--- config.mk ---
export PLATFORM = sky130hd
export DESIGN_NAME = session_streak_counter
export DESIGN_NICKNAME = d
export VERILOG_FILES = /design/src/rtl/session_streak_counter.sv
export SDC_FILE = /design/constraint.sdc
export NUM_CORES = 1
export LEC_CHECK = 0
export CAP_MARGIN = 20
export CORE_AREA = 2 2 42 44
export DETAILED_ROUTE_END_ITERATION = 16
export DIE_AREA = 0 0 44 46
export GPL_ROUTABILITY_DRIVEN = 0
export PLACE_DENSITY = 0.78
export SETUP_SLACK_MARGIN = 0.02
export SYNTH_ARGS = -nofsm -noshare
export SYNTH_HDL_FRONTEND = slang
export SYNTH_SLANG_ARGS = --single-unit
--- constraint.sdc ---
create_clock -name clk -period 6.3 [get_ports clk]
set_clock_uncertainty 0.05 [all_clocks]
set_input_delay 1.26 -clock clk [delete_from_list [all_inputs] [get_ports clk]]
set_output_delay 1.26 -clock clk [all_outputs]
set_load 0.02 [all_outputs]
--- src/rtl/session_streak_counter.sv ---
// Session streak counter: counts successes toward a programmable target, clears on failure, tracks best streak.
// Latency: one edge from sampled event to count/best/done_pulse; out is combinational from count and target.
// Backpressure: none; every sampled event is consumed in the cycle it is seen.
module session_streak_counter #(
    parameter int WIDTH = 4,
    parameter int MODE  = 0,
    parameter int EDGE  = 1
) (
    input  logic             clk,
    input  logic             start,
    input  logic             c,
    input  logic             fail,
    input  logic [WIDTH-1:0] target,
    output logic [WIDTH-1:0] count,
    output logic [WIDTH-1:0] best,
    output logic             out,
    output logic             done_pulse
);

    localparam bit HOLD_MODE = (MODE != 0);
    localparam bit EDGE_DET  = (EDGE != 0);
    localparam logic [WIDTH-1:0] ALL_ONES = {WIDTH{1'b1}};

    logic             c_q, fail_q;
    logic [WIDTH-1:0] count_q, count_d;
    logic [WIDTH-1:0] best_q, best_d;
    logic             done_q, done_d;
    logic             succ, flt;
    logic             reached_cur, reached_nxt;

    assign succ = EDGE_DET ? (c & ~c_q) : c;
    assign flt  = EDGE_DET ? (fail & ~fail_q) : fail;

    assign reached_cur = (target != '0) && (count_q >= target);
    assign reached_nxt = (target != '0) && (count_d >= target);

    always_comb begin
        count_d = count_q;
        // A failure while holding a reached streak is ignored; the success branch then leaves count alone too.
        if (flt && !(HOLD_MODE && reached_cur)) begin
            count_d = '0;
        end else if (succ) begin
            if (!reached_cur) begin
                if (target != '0 || count_q != ALL_ONES) begin
                    count_d = count_q + 1'b1;
                end
            end else if (!HOLD_MODE) begin
                count_d = '0;
            end
        end
        done_d = reached_nxt && !reached_cur;
        best_d = (count_d > best_q) ? count_d : best_q;
    end

    always_ff @(posedge clk) begin
        c_q    <= c;
        fail_q <= fail;
        if (start) begin
            count_q <= '0;
            best_q  <= '0;
            done_q  <= 1'b0;
        end else begin
            count_q <= count_d;
            best_q  <= best_d;
            done_q  <= done_d;
        end
    end

    assign count      = count_q;
    assign best       = best_q;
    assign out        = reached_cur;
    assign done_pulse = done_q;

endmodule

# Word-level counts from Yosys, hierarchy flattened
# Cells that the tools add are included.
[word_totals] reg_bits=11 input_bits=8 output_inout_bits=10 word_cells=24
[classes] add_sub_neg=1 order_cmp=3 n_eq_ne=1 n_mux=4 bitwise_logic=4 reduce_logical=6
[op_table] op="two-way mux 4 bit" n=4
[op_table] op="greater-or-equal comparator 4 bit" n=2
[op_table] op="adder 4 x 1 -> 4 bit (second input constant)" n=1
[op_table] op="greater-than comparator 4 bit" n=1
[op_table] op="inequality test 4 bit (second input constant)" n=1
[op_table] op="nonzero test 4 bit" n=1
[op_table] op="logical AND 1 bit" n=3
[op_table] op="AND 1 bit" n=2
[op_table] op="NOT 1 bit" n=2
[op_table] op="logical NOT 1 bit" n=1
[op_table] op="logical OR 1 bit" n=1

# Depth between registers and ports, before layout
[depth] word_depth=9 ltp_mapped=13 ltp_nobuf=12

# Least setup slack after synthesis
# Ideal clock, no wire load.
[synth_timing] path_type="input-to-reg" startpoint="input port target[3]" endpoint="register best_q[3] (netlist: best[3])" setup_time_ns=0.092 t_arrival_ns=3.623 required_ns=6.158 path_slack_ns=2.535 path_stages=13 n_path_buf=1 cell_sequence="inv_1 > ha_1 > o211ai_1 > o21a_1 > o32ai_1 > buf_2 > nor2_1 > ha_1 > nor2b_1 > o21ai_0 > a21oi_1 > nand2_1 > o32ai_1"
[synth_via] elab_chain_cells=7 elab_cells_between_ends=9 classes_between="order compare: 2; mux: 4; reduce/logical: 3"
[synth_rtl] item="start, declared" line_no="13" source="input logic [WIDTH-1:0] target,"
[synth_rtl] item="parallel branches: the longest is 3 deep, another holds greater-or-equal comparator 4 bit"
[synth_rtl] item="two-way mux 4 bit (*)" line_no="43" source="if (!reached_cur) begin"
[synth_rtl] item="two-way mux 4 bit (*)" line_no="42" source="end else if (succ) begin"
[synth_rtl] item="two-way mux 4 bit (*)" line_no="40" source="if (flt && !(HOLD_MODE && reached_cur)) begin"
[synth_rtl] item="named net count_d[1]" line_no="25" source="logic [WIDTH-1:0] count_q, count_d;"
[synth_rtl] item="greater-than comparator 4 bit (*)" line_no="52" source="best_d = (count_d > best_q) ? count_d : best_q;"
[synth_rtl] item="end signal, assigned" line_no="64" source="best_q <= best_d;"
[synth_rtl] item="end, declared" line_no="26" source="logic [WIDTH-1:0] best_q, best_d;"
# Mark *: on every way through the listed nets, which the timed path passes.
# A chain may end at the register's enable or synchronous reset.

# Worst setup path in the final report
[layout_timing] startpoint="input port target[3]" endpoint="output port out"
[layout_via] elab_chain_cells=2 elab_cells_between_ends=3 classes_between="order compare: 1; reduce/logical: 2"
[layout_rtl] item="greater-or-equal comparator 4 bit or nonzero test 4 bit (tied branches)" line_no="34" source="assign reached_cur = (target != '0) && (count_q >= target);"
[layout_rtl] item="logical AND 1 bit (*)" line_no="34"
[layout_rtl] item="end, declared" line_no="16" source="output logic out,"
# Every way passes the cells marked *; elsewhere a longest branch is shown, timed or not.

==> metrics <==
synthesized instance count 82; Syn Nets 103; register area share after synthesis 29.0%; Clock power frac 31.1%; post-synth cell types 28; Initial Util 47.0%; Setup TNS 0 ns; Yosys reg bits 11; clock sinks 11; Post-Syn Area per Cell 9.25 µm²; largest family of logic cells by synthesized area adder cells; mux share of post-synthesis cell area 2.81%; total chip power 0.158 mW; synth top area cells dfxtp_1, ha_1, inv_1; crit path DAT 3.15 ns; Worst EP required 4.99 ns; CTS Hold Buffers Added 0; DR pass1 iterations 4; VDD IR-drop max 0.146 mV; DP HPWL 1350 µm; Post-synth top cells ha_1, dfxtp_1, inv_1; Async S/R FF share, synth 0%; IO buf count 17; Seq pwr share 46.0%; Adder-Cell Fraction of Synth Area 21.5%; combinational share of power 22.8%; Final min period 4.46 ns; Compound-Gate Fraction of Synth Area 19.0%; first-pass GRT wire length 2770 µm; FP Rows 15; Internal Power 0.112 mW; combined area of all synthesized cells 758 µm²; Design Area, Final 980 µm²; post-place setup slack 1.73 ns; Die X-Extent 44 µm; CTS tree done; worst setup margin 1.84 ns; commonest register cell after synthesis dfxtp_1; DRT iter0 DRCs 4; switching share of power 29.4%; TritonCTS buffer count 3; Fmax 0.224 GHz; share of cells above drive strength 1 10.7%; Inst Count DP 116; P_sw 0.0465 mW; DIE AREA 2020 µm²; period utilization 70.9%; Tot GR Track Use 18.9%; type of the worst setup path input pin to output pin; H-tree levels 1; sequential cell area 220 µm²; Synth Area in Simple Gates 21.5%; Leak 0.408 nW; worst-margin pin slew 0.562 ns; final hold slack 0.456 ns; Core ar. 1610 µm²; post-route insts no fill 120; post-CTS setup buffer count 0; Synth top area share 29.0%; layout overhead on the synthesized area 29.2%; routed len/inst 13.6 µm; largest area contributor in the netlist dfxtp_1; largest net degree at the start of global routing 13; Congestion Overflow GR 0; crit end category output pin; status completed; Fin. Hold Viols 0; final net count 125; CTS Root Cell clkbuf_4; endpoints failing setup 0; Area after DPL 952 µm²; most frequent cell after synthesis ha_1; Clock Path Buffers 2; diode count 0; multi-input logic area 499 µm²; final core occ 60.7%; Synth Warn # 0; pwr dens 162 nW/µm²; DRC 0; relative slew slack 62.5%; post-CTS sizing 0; xor and xnor area share after synthesis 1.16%; crit path launch type input pin; Die Y 46 µm; antenna violations before repair 0; number of flops mapped to enable cells by yosys 0; RSZ-0062 raised after global routing false; DR vias 658; Max Cap Violations 0; clock transition at the registers of the reported paths 0.08 ns; number of fill cells in the layout 146; Hold/Removal Path Class flop to flop; CP Max Fanout 3; IO Count 18; Worst-Skew Late Latency 0.28 ns; DRT antenna net count 0; number of global-route vias before repair 664; Final Max Tran Viols 0; vias per cell 5.48; routed wire length 1640 µm
final timing paths:
path | from | to | slack, ns | cells past startpoint
hold reg to reg | best[3] | best[3] | 0.46 | 2
setup / recovery | target[3] | out | 1.84 | 7
setup reg to reg | count[0] | best[3] | 3.09 | 13
hold / removal | best[3] | best[3] | 0.46 | 2
power by group through the flow:
stage | Clock [mW] | Sequential, mW | Combinational (mW)
2_1_floorplan | 0 | 0.0759 | 0.0203
3_3_place_gp | 0 | 0.0744 | 0.0346
3_5_place_dp | 0 | 0.0745 | 0.0362
4_1_cts | 0.0502 | 0.0729 | 0.0365
5_1_grt | 0.0540 | 0.0731 | 0.0399
6_report | 0.0493 | 0.0729 | 0.0362
critical path, cell delays in order:
cell	delay [ns]
clkdlybuf4s50_1	0.54
inv_1	0.08
ha_1	0.30
o211ai_1	0.09
o21a_1	0.20
nor2_1	0.09
clkdlybuf4s50_1	0.60
metal layers:
layer,share of wire [%],track usage [%]
met5,0,0
met4,2.7,9.70
met3,4.7,5.16
met2,47,31.8
met1,45,21.9
state kept, by name, summed over array words and instances, names as in the netlist:
name	cells
done_pulse	1
best	4
c_q	1
fail_q	1
count	4
cells in the final DEF (no fill, tap or decap), types with 3 or more instances in the layout:
master / count
a21oi_1: 6
nand2_1: 5
clkbuf_4: 3
nor2b_1: 3
nor2_1: 5
dfxtp_1: 11
inv_1: 9
nor3_1: 3
clkdlybuf4s50_1: 17
ha_1: 13
layout make-up:
cell class                 instances  share of cell area (%)
clock buffer                       3                    2.30
clock inverter                     1                   0.511
inverter                           9                    3.45
multi-input combinational         61                    51.0
sequential                        11                    22.5
tap                               17                    2.17
timing repair buffer              18                    18.1
cell families after synthesis:
kind of cell	count (synthesis)
AO/OA/AOI/OAI	18
flip-flops	11
AND/OR/NAND/NOR	27
XOR/XNOR	1
adder cells (fa/ha/maj)	13
multiplexers	2
buffers and inverters	10
(Power assumes the default switching activity.)
